`src/rtl/memory_access_pkg.sv`:
```
// Shared types and constants for the memory access stage.
package memory_access_pkg;

  typedef enum logic [1:0] {
    ST_IDLE    = 2'd0,
    ST_REQ     = 2'd1,
    ST_WAIT_RD = 2'd2,
    ST_DONE    = 2'd3
  } mau_state_e;

  typedef enum logic [1:0] {
    SZ_BYTE = 2'd0,
    SZ_HALF = 2'd1,
    SZ_WORD = 2'd2
  } mem_size_t;

  localparam logic [3:0] STRB_BYTE = 4'b0001;
  localparam logic [3:0] STRB_HALF = 4'b0011;
  localparam logic [3:0] STRB_WORD = 4'b1111;

  function automatic mem_size_t decode_size(input logic is_byte, input logic is_half);
    if (is_byte)      return SZ_BYTE;
    else if (is_half) return SZ_HALF;
    else              return SZ_WORD;
  endfunction

endpackage

```
`src/rtl/memory_access_unit_if.sv`:
```
// Memory controller request/read-return bus.
interface memory_access_unit_if #(
  parameter int X_LENGTH     = 32,
  parameter int MEMORY_WIDTH = 32
);
  logic                    memory_req_valid;
  logic                    memory_req_ready;
  logic [X_LENGTH-1:0]     memory_addr;
  logic                    memory_write_enable;
  logic [3:0]              memory_write_strobe;
  logic [MEMORY_WIDTH-1:0] memory_write_data;
  logic                    memory_read_valid;
  logic [MEMORY_WIDTH-1:0] memory_read_data;

  modport master (
    output memory_req_valid, memory_addr, memory_write_enable,
           memory_write_strobe, memory_write_data,
    input  memory_req_ready, memory_read_valid, memory_read_data
  );

  modport slave (
    input  memory_req_valid, memory_addr, memory_write_enable,
           memory_write_strobe, memory_write_data,
    output memory_req_ready, memory_read_valid, memory_read_data
  );
endinterface

```
`src/rtl/load_store_aligner.sv`:
```
// Byte-lane steering for stores and extraction/extension for loads on a 32-bit bus.
module load_store_aligner
  import memory_access_pkg::*;
(
  input  mem_size_t   size,
  input  logic        sign_ext,
  input  logic [1:0]  offset,
  input  logic [31:0] store_data,
  input  logic [31:0] read_word,
  output logic [3:0]  strobe,
  output logic [31:0] write_data,
  output logic [31:0] load_data,
  output logic        misaligned
);

  logic [7:0]  rd_byte;
  logic [15:0] rd_half;

  always_comb begin
    rd_byte    = read_word[{offset, 3'b000} +: 8];
    rd_half    = offset[1] ? read_word[31:16] : read_word[15:0];
    strobe     = '0;
    write_data = '0;
    load_data  = '0;
    misaligned = 1'b0;
    case (size)
      SZ_BYTE: begin
        strobe     = STRB_BYTE << offset;
        write_data = {4{store_data[7:0]}};
        load_data  = sign_ext ? {{24{rd_byte[7]}}, rd_byte} : {24'b0, rd_byte};
      end
      SZ_HALF: begin
        misaligned = offset[0];
        strobe     = STRB_HALF << offset;
        write_data = {2{store_data[15:0]}};
        load_data  = sign_ext ? {{16{rd_half[15]}}, rd_half} : {16'b0, rd_half};
      end
      default: begin
        misaligned = |offset;
        strobe     = STRB_WORD;
        write_data = store_data;
        load_data  = read_word;
      end
    endcase
  end

endmodule

```
`src/rtl/memory_access_unit.sv`:
```
// RV32I load/store stage: one instruction in flight, registered bus and writeback outputs.
module memory_access_unit
  import memory_access_pkg::*;
#(
  parameter int X_LENGTH     = 32,
  parameter int MEMORY_WIDTH = 32
) (
  input  logic                clk,
  input  logic                rst_n,
  input  logic                ex_valid,
  output logic                ex_ready,
  input  logic                rv32_s_sb,
  input  logic                rv32_s_sh,
  input  logic                rv32_s_sw,
  input  logic                rv32_i_lb,
  input  logic                rv32_i_lh,
  input  logic                rv32_i_lw,
  input  logic                rv32_i_lbu,
  input  logic                rv32_i_lhu,
  input  logic [4:0]          rv32_rd_addr,
  input  logic                rv32_rd_we,
  input  logic [X_LENGTH-1:0] alu_result,
  input  logic [X_LENGTH-1:0] rv32_rs2_data,
  memory_access_unit_if.master mem,
  output logic                wb_valid,
  output logic [4:0]          wb_rd_addr,
  output logic [X_LENGTH-1:0] wb_rd_data,
  output logic                wb_rd_we,
  output logic                misaligned_exception
);

  mau_state_e state_q, state_d;
  logic                    ex_ready_q, ex_ready_d;
  logic                    req_valid_q, req_valid_d;
  logic [X_LENGTH-1:0]     addr_q, addr_d;
  logic                    we_q, we_d;
  logic [3:0]              strb_q, strb_d;
  logic [MEMORY_WIDTH-1:0] wdata_q, wdata_d;
  logic                    wb_valid_q, wb_valid_d;
  logic [4:0]              wb_rd_addr_q, wb_rd_addr_d;
  logic [X_LENGTH-1:0]     wb_rd_data_q, wb_rd_data_d;
  logic                    wb_rd_we_q, wb_rd_we_d;
  logic                    mis_q, mis_d;
  logic [4:0]              rd_q, rd_d;
  logic                    rd_we_q, rd_we_d;
  logic                    store_q, store_d;
  mem_size_t               size_q, size_d;
  logic                    sign_q, sign_d;
  logic [1:0]              off_q, off_d;

  logic      is_load, is_store, in_idle;
  mem_size_t live_size, aln_size;
  logic      aln_sign, aln_mis;
  logic [1:0] aln_off;
  logic [3:0] aln_strb;
  logic [MEMORY_WIDTH-1:0] aln_wdata, aln_ld;

  assign is_load   = rv32_i_lb | rv32_i_lh | rv32_i_lw | rv32_i_lbu | rv32_i_lhu;
  assign is_store  = rv32_s_sb | rv32_s_sh | rv32_s_sw;
  assign live_size = decode_size(rv32_s_sb | rv32_i_lb | rv32_i_lbu,
                                 rv32_s_sh | rv32_i_lh | rv32_i_lhu);
  assign in_idle   = (state_q == ST_IDLE);

  // One aligner serves both phases: live inputs at accept, captured ones on read return.
  assign aln_size = in_idle ? live_size : size_q;
  assign aln_sign = in_idle ? (rv32_i_lb | rv32_i_lh) : sign_q;
  assign aln_off  = in_idle ? alu_result[1:0] : off_q;

  load_store_aligner u_aligner (
    .size       (aln_size),
    .sign_ext   (aln_sign),
    .offset     (aln_off),
    .store_data (rv32_rs2_data),
    .read_word  (mem.memory_read_data),
    .strobe     (aln_strb),
    .write_data (aln_wdata),
    .load_data  (aln_ld),
    .misaligned (aln_mis)
  );

  always_comb begin
    state_d      = state_q;
    req_valid_d  = req_valid_q;
    addr_d       = addr_q;
    we_d         = we_q;
    strb_d       = strb_q;
    wdata_d      = wdata_q;
    rd_d         = rd_q;
    rd_we_d      = rd_we_q;
    store_d      = store_q;
    size_d       = size_q;
    sign_d       = sign_q;
    off_d        = off_q;
    wb_valid_d   = 1'b0;
    wb_rd_addr_d = '0;
    wb_rd_data_d = '0;
    wb_rd_we_d   = 1'b0;
    mis_d        = 1'b0;
    case (state_q)
      ST_IDLE: begin
        if (ex_valid && ex_ready_q) begin
          rd_d    = rv32_rd_addr;
          rd_we_d = rv32_rd_we;
          store_d = is_store;
          size_d  = live_size;
          sign_d  = rv32_i_lb | rv32_i_lh;
          off_d   = alu_result[1:0];
          if (!is_load && !is_store) begin
            state_d      = ST_DONE;
            wb_valid_d   = 1'b1;
            wb_rd_addr_d = rv32_rd_addr;
            wb_rd_data_d = alu_result;
            wb_rd_we_d   = rv32_rd_we && (rv32_rd_addr != 5'd0);
          end else if (aln_mis) begin
            state_d      = ST_DONE;
            wb_valid_d   = 1'b1;
            wb_rd_addr_d = rv32_rd_addr;
            mis_d        = 1'b1;
          end else begin
            state_d     = ST_REQ;
            req_valid_d = 1'b1;
            addr_d      = {alu_result[X_LENGTH-1:2], 2'b00};
            we_d        = is_store;
            strb_d      = aln_strb;
            wdata_d     = is_store ? aln_wdata : '0;
          end
        end
      end
      ST_REQ: begin
        if (mem.memory_req_ready) begin
          req_valid_d = 1'b0;
          if (store_q) begin
            state_d      = ST_DONE;
            wb_valid_d   = 1'b1;
            wb_rd_addr_d = rd_q;
          end else if (mem.memory_read_valid) begin
            state_d      = ST_DONE;
            wb_valid_d   = 1'b1;
            wb_rd_addr_d = rd_q;
            wb_rd_data_d = aln_ld;
            wb_rd_we_d   = rd_we_q && (rd_q != 5'd0);
          end else begin
            state_d = ST_WAIT_RD;
          end
        end
      end
      ST_WAIT_RD: begin
        if (mem.memory_read_valid) begin
          state_d      = ST_DONE;
          wb_valid_d   = 1'b1;
          wb_rd_addr_d = rd_q;
          wb_rd_data_d = aln_ld;
          wb_rd_we_d   = rd_we_q && (rd_q != 5'd0);
        end
      end
      default: state_d = ST_IDLE;
    endcase
    ex_ready_d = (state_d == ST_IDLE);
  end

  always_ff @(posedge clk) begin
    if (!rst_n) begin
      state_q      <= ST_IDLE;
      ex_ready_q   <= 1'b0;
      req_valid_q  <= 1'b0;
      addr_q       <= '0;
      we_q         <= 1'b0;
      strb_q       <= '0;
      wdata_q      <= '0;
      wb_valid_q   <= 1'b0;
      wb_rd_addr_q <= '0;
      wb_rd_data_q <= '0;
      wb_rd_we_q   <= 1'b0;
      mis_q        <= 1'b0;
      rd_q         <= '0;
      rd_we_q      <= 1'b0;
      store_q      <= 1'b0;
      size_q       <= SZ_BYTE;
      sign_q       <= 1'b0;
      off_q        <= '0;
    end else begin
      state_q      <= state_d;
      ex_ready_q   <= ex_ready_d;
      req_valid_q  <= req_valid_d;
      addr_q       <= addr_d;
      we_q         <= we_d;
      strb_q       <= strb_d;
      wdata_q      <= wdata_d;
      wb_valid_q   <= wb_valid_d;
      wb_rd_addr_q <= wb_rd_addr_d;
      wb_rd_data_q <= wb_rd_data_d;
      wb_rd_we_q   <= wb_rd_we_d;
      mis_q        <= mis_d;
      rd_q         <= rd_d;
      rd_we_q      <= rd_we_d;
      store_q      <= store_d;
      size_q       <= size_d;
      sign_q       <= sign_d;
      off_q        <= off_d;
    end
  end

  assign ex_ready                 = ex_ready_q;
  assign mem.memory_req_valid     = req_valid_q;
  assign mem.memory_addr          = addr_q;
  assign mem.memory_write_enable  = we_q;
  assign mem.memory_write_strobe  = strb_q;
  assign mem.memory_write_data    = wdata_q;
  assign wb_valid                 = wb_valid_q;
  assign wb_rd_addr               = wb_rd_addr_q;
  assign wb_rd_data               = wb_rd_data_q;
  assign wb_rd_we                 = wb_rd_we_q;
  assign misaligned_exception     = mis_q;

endmodule

```
`src/flat_wrapper.sv`:
```
// flat-port wrapper written by rule: the top's interface ports become plain ports
module memory_access_unit_flat import memory_access_pkg::*;
#(
  parameter int X_LENGTH     = 32,
  parameter int MEMORY_WIDTH = 32
)
  (clk, rst_n, ex_valid, ex_ready, rv32_s_sb, rv32_s_sh, rv32_s_sw, rv32_i_lb, rv32_i_lh, rv32_i_lw, rv32_i_lbu, rv32_i_lhu, rv32_rd_addr, rv32_rd_we, alu_result, rv32_rs2_data, wb_valid, wb_rd_addr, wb_rd_data, wb_rd_we, misaligned_exception, mem_memory_req_valid, mem_memory_addr, mem_memory_write_enable, mem_memory_write_strobe, mem_memory_write_data, mem_memory_req_ready, mem_memory_read_valid, mem_memory_read_data);
  memory_access_unit_if #(.X_LENGTH(X_LENGTH), .MEMORY_WIDTH(MEMORY_WIDTH)) mem_i ();
  input  logic clk;
  input  logic rst_n;
  input  logic ex_valid;
  output logic ex_ready;
  input  logic rv32_s_sb;
  input  logic rv32_s_sh;
  input  logic rv32_s_sw;
  input  logic rv32_i_lb;
  input  logic rv32_i_lh;
  input  logic rv32_i_lw;
  input  logic rv32_i_lbu;
  input  logic rv32_i_lhu;
  input  logic [4:0] rv32_rd_addr;
  input  logic rv32_rd_we;
  input  logic [X_LENGTH-1:0] alu_result;
  input  logic [X_LENGTH-1:0] rv32_rs2_data;
  output logic wb_valid;
  output logic [4:0] wb_rd_addr;
  output logic [X_LENGTH-1:0] wb_rd_data;
  output logic wb_rd_we;
  output logic misaligned_exception;
  output wire logic [$bits(mem_i.memory_req_valid)-1:0] mem_memory_req_valid;
  output wire logic [$bits(mem_i.memory_addr)-1:0] mem_memory_addr;
  output wire logic [$bits(mem_i.memory_write_enable)-1:0] mem_memory_write_enable;
  output wire logic [$bits(mem_i.memory_write_strobe)-1:0] mem_memory_write_strobe;
  output wire logic [$bits(mem_i.memory_write_data)-1:0] mem_memory_write_data;
  input wire logic [$bits(mem_i.memory_req_ready)-1:0] mem_memory_req_ready;
  input wire logic [$bits(mem_i.memory_read_valid)-1:0] mem_memory_read_valid;
  input wire logic [$bits(mem_i.memory_read_data)-1:0] mem_memory_read_data;
  assign mem_memory_req_valid = mem_i.memory_req_valid;
  assign mem_memory_addr = mem_i.memory_addr;
  assign mem_memory_write_enable = mem_i.memory_write_enable;
  assign mem_memory_write_strobe = mem_i.memory_write_strobe;
  assign mem_memory_write_data = mem_i.memory_write_data;
  assign mem_i.memory_req_ready = mem_memory_req_ready;
  assign mem_i.memory_read_valid = mem_memory_read_valid;
  assign mem_i.memory_read_data = mem_memory_read_data;
  memory_access_unit #(.X_LENGTH(X_LENGTH), .MEMORY_WIDTH(MEMORY_WIDTH)) u_core (.clk(clk), .rst_n(rst_n), .ex_valid(ex_valid), .ex_ready(ex_ready), .rv32_s_sb(rv32_s_sb), .rv32_s_sh(rv32_s_sh), .rv32_s_sw(rv32_s_sw), .rv32_i_lb(rv32_i_lb), .rv32_i_lh(rv32_i_lh), .rv32_i_lw(rv32_i_lw), .rv32_i_lbu(rv32_i_lbu), .rv32_i_lhu(rv32_i_lhu), .rv32_rd_addr(rv32_rd_addr), .rv32_rd_we(rv32_rd_we), .alu_result(alu_result), .rv32_rs2_data(rv32_rs2_data), .mem(mem_i), .wb_valid(wb_valid), .wb_rd_addr(wb_rd_addr), .wb_rd_data(wb_rd_data), .wb_rd_we(wb_rd_we), .misaligned_exception(misaligned_exception));
endmodule
```
`config.mk`:
```
export PLATFORM = sky130hd
export DESIGN_NAME = memory_access_unit_flat
export DESIGN_NICKNAME = d
export VERILOG_FILES = /design/src/rtl/memory_access_pkg.sv /design/src/rtl/memory_access_unit_if.sv /design/src/rtl/load_store_aligner.sv /design/src/rtl/memory_access_unit.sv /design/src/flat_wrapper.sv
export SDC_FILE = /design/constraint.sdc
export NUM_CORES = 1
export LEC_CHECK = 0
export BUFFER_PORTS_ARGS = -buffer_cell sky130_fd_sc_hd__buf_2
export CAP_MARGIN = 20
export CORE_MARGIN = 2
export CORE_UTILIZATION = 48
export DETAILED_ROUTE_END_ITERATION = 8
export PLACE_DENSITY = 0.78
export SETUP_SLACK_MARGIN = 0.3
export SLEW_MARGIN = 20
export SYNTH_ARGS = -nofsm -noshare
export SYNTH_HDL_FRONTEND = slang
export SYNTH_SLANG_ARGS = --single-unit
```
`constraint.sdc`:
```
create_clock -name clk -period 3.2 [get_ports clk]
set_input_delay 0.96 -clock clk [delete_from_list [all_inputs] [get_ports clk]]
set_output_delay 0.96 -clock clk [all_outputs]
set_load 0.05 [all_outputs]
```
==> metrics.csv, run 1 <==
stage;metric;value;unit
power_and_ir_drop;powerDensity;635;nW/um2
timing;finalSetupTns;0;ns
die;row_count;38;
route;drtIter0Drc;365;
worst_setup_path;slowest_delay;0.68;ns
cells_and_area;register_area;2460;um2
route;wl_per_cell;18.0;um
timing;setup_slack;0.579;ns
global_route;track_usage;28.3;%
worst_setup_path;crit_slowest_cell;dfxtp_1;
cells_and_area;areaGrowthSynthToFinish;34.6;%
flow_run;max_cap_violations;0;
worst_setup_path;cpLargestDelayFamily;simple AND/OR/NAND/NOR gates;
min_path;hold_class;flip-flop to flip-flop;
cts;cts_hold_buf;0;
cells_and_area;fin_nets;937;
cts;cts_resized;0;
cells_and_area;num_antenna_cells;0;
die;design.core.area;10900;um2
die;io_pins;226;
placement;hpwlAfterDp;12800;um
global_route;grt_max_degree;47;
route;vias_per_cell;5.75;
global_route;grt_util_met1;34.5;%
synth;netlist_instances;605;
cells_and_area;fill_cells;909;
global_route;grt_pass1_vias;5323;
route;drc;0;
worst_setup_path;worstPathMaxFanout;17;
worst_setup_path;crit_chain;nor2b_1 > o211a_1 > nand3_1 > o221ai_1;
timing;period_share;81.9;%
synth;netlist_area;5410;um2
cells_and_area;final_core_util;66.6;%
timing;fmax;382;MHz
cts;cts.htree.levels;4;
worst_setup_path;crit_path_start_kind;flip-flop;
timing;final_hold_viol_count;0;
synth;synthTopCellsByCount;123 x dfxtp_1, 119 x nand2_1, 47 x mux2i_1;
global_route;top_usage_layer;met2;
route;vias;5598;
global_route;use_met2;46.4;%
cells_and_area;multi_input_area;2740;um2
synth;synth_top_area_cell;dfxtp_1;
cts;numCtsBuffers;17;
worst_setup_path;arrival;2.94;ns
global_route;grt_pass1_wl;26300;um
synth;synth_seq_cells;123;
cts;cts_setup_buffers;0;
synth;yosysMostFrequentCell;dfxtp_1;
die;die_w;110;um
route;routed_wirelength;17500;um
timing;rsz0062_at_grt;no;
placement;gp_congestion;0.865;
cts;cts_tree;done;
cts;insertion_delay;0.42;ns
power_and_ir_drop;leakagePower;3.31;nW
worst_setup_path;critPathKind;flip-flop to flip-flop;
synth;synth_cell_type_count;56;
placement;io_buffer_count;223;
power_and_ir_drop;peakVddDrop;0.000397;V
status;run_status;finished, final reports clean;
die;die-height;110;um
cts;path_clk_slew;0.06;ns
cts;cts.sinks;123;
synth;synth_enable_flop_cells;0;
synth;synth_area_leaders;dfxtp_1 45%, mux2i_1 8.7%, nand2_1 8.3%, a21oi_1 4.1%, o221ai_1 4.0%;
synth;seq_area_frac_synth;45.5;%
worst_setup_path;cp.required;3.52;ns
synth;yosys_warnings;0;
timing;max_slew_margin;50.8;%
cts;clk_path_buf_depth;2;
worst_setup_path;critPathCaptureType;flip-flop;
timing;post-route-min-period;2.62;ns
worst_setup_path;critical_path_buf_inv_count;0;
route;antenna_left;0;
synth;synth_area_per_cell;8.95;um2
global_route;gr-total-overflow;0;
timing;setup-violations-final;0;
synth;async_flop_share;0;%
global_route;met3_usage;8.47;%
placement;dpl_worst_slack;0.168;ns
timing;finalMaxSlewViolations;0;
global_route;antenna_found_initial;0;
synth;synth_top_cell_area_share;45.5;%
synth;ys.flop_type;dfxtp_1;
timing;worst_pin_slew;0.738;ns
die;initial_core_util;49.5;%
die;dieArea;12100;um2
cells_and_area;drive_gt1_share;35.5;%
route;first_pass_iters;6;
cts;cts-root-buf;clkbuf_16;
timing;finClkSkew;0.00569;ns
timing;whs;0.452;ns
==> cells by family (layout without fill, tap and decap cells) <==
kind of cell,after synthesis,count (layout),synth area share (%)
simple gates,193,193,15.6
compound gates,185,185,24.4
other cells,1,2,0.0693
flops,123,123,45.5
mux,54,54,10.1
buf+inv,49,277,4.32
==> placed cells by master, fill, tap and decap left out, drive strengths merged, types with 13 or more instances in the layout <==
cell type / Yosys / routed
o221ai: 25 / 25
nand2: 119 / 119
a21oi: 45 / 45
o2bb2ai: 24 / 24
mux2i: 47 / 47
dfxtp: 123 / 123
a22o: 13 / 13
clkbuf: 26 / 22
nand3: 13 / 13
o21ai: 35 / 35
nor2: 26 / 26
buf: 20 / 242
==> cell type report <==
type | count | share of cell area [%]
multi-input combinational | 434 | 37.6
sequential | 123 | 33.8
timing repair buffer | 243 | 17.5
clock buffer | 21 | 6.59
tap | 140 | 2.40
clock inverter | 10 | 1.92
inverter | 3 | 0.155
==> registers in the layout, summed over array words and instances, names as in the netlist, 2 cells and up <==
| register | count |
|---|---|
| u_core.state_q | 2 |
| u_core.off_q | 2 |
| u_core.mem.memory_write_data | 32 |
| u_core.mem.memory_write_strobe | 4 |
| u_core.wb_rd_addr | 5 |
| u_core.rd_q | 5 |
| u_core.mem.memory_addr | 30 |
| u_core.size_q | 2 |
| u_core.wb_rd_data | 32 |
==> power breakdown <==
group	internal (mW)	switching [mW]
combinational	0.287	0.662
sequential	1.62	0.0603
clock	1.30	0.690
==> routing by layer <==
metal / wire length (um) / vias to the layer above / share of wire [%]
met5: 0 / - / 0
met4: 502 / 0 / 2.9
met3: 1470 / 45 / 8.4
met2: 8350 / 269 / 48
met1: 7190 / 2640 / 41
li1: - / 2644 / -
==> stage by stage <==
stage | area (um2) | cells | power, mW
6_report | 7290 | 974 | 4.62
5_1_grt | 7290 | 974 | 4.78
4_1_cts | 7270 | 973 | 4.63
3_5_place_dp | 6650 | 942 | 2.65
3_3_place_gp | 6650 | 942 | 2.63
2_1_floorplan | 5420 | 606 | 2.36
==> path summary, 6_finish.rpt <==
check / endpoint / slack (ns) / depth (start not counted) / start
max reg2reg: u_core.wb_rd_data[17] / 0.58 / 4 / u_core.state_q[1]
max: u_core.wb_rd_data[17] / 0.58 / 4 / u_core.state_q[1]
min reg2reg: u_core.mem.memory_write_enable / 0.45 / 1 / u_core.mem.memory_write_enable
min: u_core.mem.memory_write_enable / 0.45 / 1 / u_core.mem.memory_write_enable
No activity file was read; power rests on OpenSTA's default activity.
==> run 2, diff against run 1 <==
==> constraint.sdc (replaced) <==
create_clock -name clk -period 2.5 [get_ports clk]
set_input_delay 0.75 -clock clk [delete_from_list [all_inputs] [get_ports clk]]
set_output_delay 0.75 -clock clk [all_outputs]
set_load 0.05 [all_outputs]
==> run 2 against run 1 <==
Net effect: sequential cell count did not move; global-route usage rose by 1.1 points; count of clock-buffer cells in the layout rose by 1; combinational power rose by 35%; critical path type is now input port to flip-flop; worst setup slack got worse by 0.18 ns; sequential share of layout area fell by 0.85 points; via count rose by 0.64%; critical endpoint is now u_core.mem.memory_addr[11]; power rose by 30%; clock power rose by 29%; die area did not move; wire length rose by 3.7%.
==> metrics.csv, run 2 (synthesis gave the netlist of run 1 again) <==
stage;metric;value;unit
timing;finClkSkew;0.0128;ns
timing;post-route-min-period;2.10;ns
worst_setup_path;worstPathMaxFanout;15;
worst_setup_path;reg2reg_from;u_core.state_q[0];
global_route;gr-total-overflow;0;
global_route;track_usage;29.5;%
cts;cts_tree;done;
worst_setup_path;arrival;2.39;ns
power_and_ir_drop;leakagePower;3.42;nW
cts;cts_setup_buffers;0;
global_route;grt_pass1_wl;27500;um
route;wl_per_cell;18.3;um
cts;clk_path_buf_depth;2;
cts;cts.htree.levels;4;
placement;gp_congestion;0.907;
global_route;antenna_found_initial;0;
die;die-height;110;um
route;first_pass_iters;5;
timing;final_hold_viol_count;0;
die;design.core.area;10900;um2
timing;setup_slack;0.399;ns
power_and_ir_drop;total_power;6.00;mW
die;dieArea;12100;um2
min_path;min_to;u_core.mem.memory_addr[15];
global_route;grt_pass1_vias;5492;
route;antenna_left;0;
worst_setup_path;crit_slowest_cell;or3_1;
worst_setup_path;reg2reg_depth;6;
status;run_status;finished, final reports clean;
cells_and_area;fin_nets;954;
cells_and_area;fill_cells;863;
die;io_pins;226;
timing;max_slew_margin;57.3;%
worst_setup_path;crit_path_start_kind;input port;
route;drc;0;
cells_and_area;multi_input_area;2770;um2
cts;numCtsBuffers;17;
cells_and_area;num_antenna_cells;0;
placement;hpwlAfterDp;13200;um
timing;finalMaxSlewViolations;0;
timing;fmax;476;MHz
placement;dpl_worst_slack;-0.0943;ns
route;drtIter0Drc;332;
timing;setup-violations-final;0;
timing;worst_pin_slew;0.640;ns
timing;rsz0062_at_grt;no;
worst_setup_path;crit_chain;buf_2 > or3_1 > o21ai_2 > o211ai_4 > and2_4 > clkbuf_16 > mux2i_1;
cells_and_area;areaGrowthSynthToFinish;38.5;%
route;vias;5634;
cts;cts.sinks;123;
cells_and_area;final_common_cell;buf_2;
cells_and_area;layout_common_cells;223 x buf_2, 121 x dfxtp_1, 119 x nand2_1, 47 x mux2i_1, 43 x a21oi_1;
worst_setup_path;critPathKind;input port to flip-flop;
cts;cts-root-buf;clkbuf_16;
min_path;hold_start;u_core.mem.memory_addr[15];
worst_setup_path;slowest_delay;0.49;ns
cts;insertion_delay;0.42;ns
timing;period_share;84.1;%
min_path;min_path_cells;2;
cts;path_clk_slew;0.05;ns
placement;io_buffer_count;223;
route;vias_per_cell;5.69;
worst_setup_path;cp.required;2.79;ns
min_path;hold_class;flip-flop to flip-flop;
worst_setup_path;critPathCaptureType;flip-flop;
power_and_ir_drop;powerDensity;800;nW/um2
cells_and_area;register_area;2470;um2
power_and_ir_drop;peakVddDrop;0.000441;V
die;row_count;38;
global_route;grt_max_degree;52;
route;routed_wirelength;18200;um
worst_setup_path;r2r-end;u_core.mem.memory_addr[20];
cells_and_area;drive_gt1_share;37.3;%
die;die_w;110;um
flow_run;max_cap_violations;0;
die;initial_core_util;49.5;%
worst_setup_path;reg2reg_setup_slack;0.41;ns
==> run 2: per-layer routing <==
| metal | track usage (%) | up-vias | wire [um] |
|---|---|---|---|
| li1 | - | 2683 | - |
| met1 | 37.4 | 2650 | 7500 |
| met2 | 47.3 | 270 | 8630 |
| met3 | 8.05 | 31 | 1660 |
| met4 | 12.1 | 0 | 370 |
| met5 | 0 | - | 0 |
==> run 2: worst max-delay path by stage <==
stage,startpoint,end,slack [ns],cells after the start
2_1_floorplan,rv32_i_lh,u_core.mem.memory_write_strobe[1],0.17,7
3_3_place_gp,alu_result[1],u_core.wb_rd_data[2],0.02,6
3_5_place_dp,alu_result[1],u_core.wb_rd_data[3],-0.09,6
4_1_cts,u_core.state_q[0],u_core.mem.memory_addr[20],0.29,6
5_1_grt,u_core.state_q[0],u_core.mem.memory_addr[5],0.30,6
6_report,rv32_s_sb,u_core.mem.memory_addr[11],0.40,7
==> run 2: through the flow <==
stage	instances	setup TNS, ns	instance area, um2	utilization, %	hold slack (ns)
finish	990	0	7500	68.6	0.457
global placement	959	0	6830	62.4	0.438
floorplan	606	0	5450	-	0.437
CTS	989	0	7440	68.1	0.456
global route	990	0	7500	68.6	0.468
detailed placement	959	-0.645	6830	62.4	0.442
==> run 2: repair_timing <==
action,4_1_cts,5_1_grt
hold buffers,0,0
endpoints found under the setup margin,68,52
cloned,0,1
pin swaps,0,1
resized for setup,4,8
==> run 2: area by class of cell <==
class | count | share of cell area (%)
clock buffer | 22 | 6.19
timing repair buffer | 260 | 19.6
clock inverter | 8 | 1.90
sequential | 123 | 32.9
multi-input combinational | 434 | 36.9
inverter | 3 | 0.150
tap | 140 | 2.34
==> run 2: where the power goes <==
group          leakage (nW)  internal, mW  switching (mW)
clock network         0.296          1.70           0.856
registers              1.00          2.08          0.0785
logic                  2.13         0.412           0.867
==> run 2: critical path, delay by kind of cell <==
| family | cells | cell delay, ns |
|---|---|---|
| buffers and inverters | 2 | 0.31 |
| AO/OA/AOI/OAI | 2 | 0.47 |
| multiplexers | 1 | 0.13 |
| AND/OR/NAND/NOR | 2 | 0.72 |
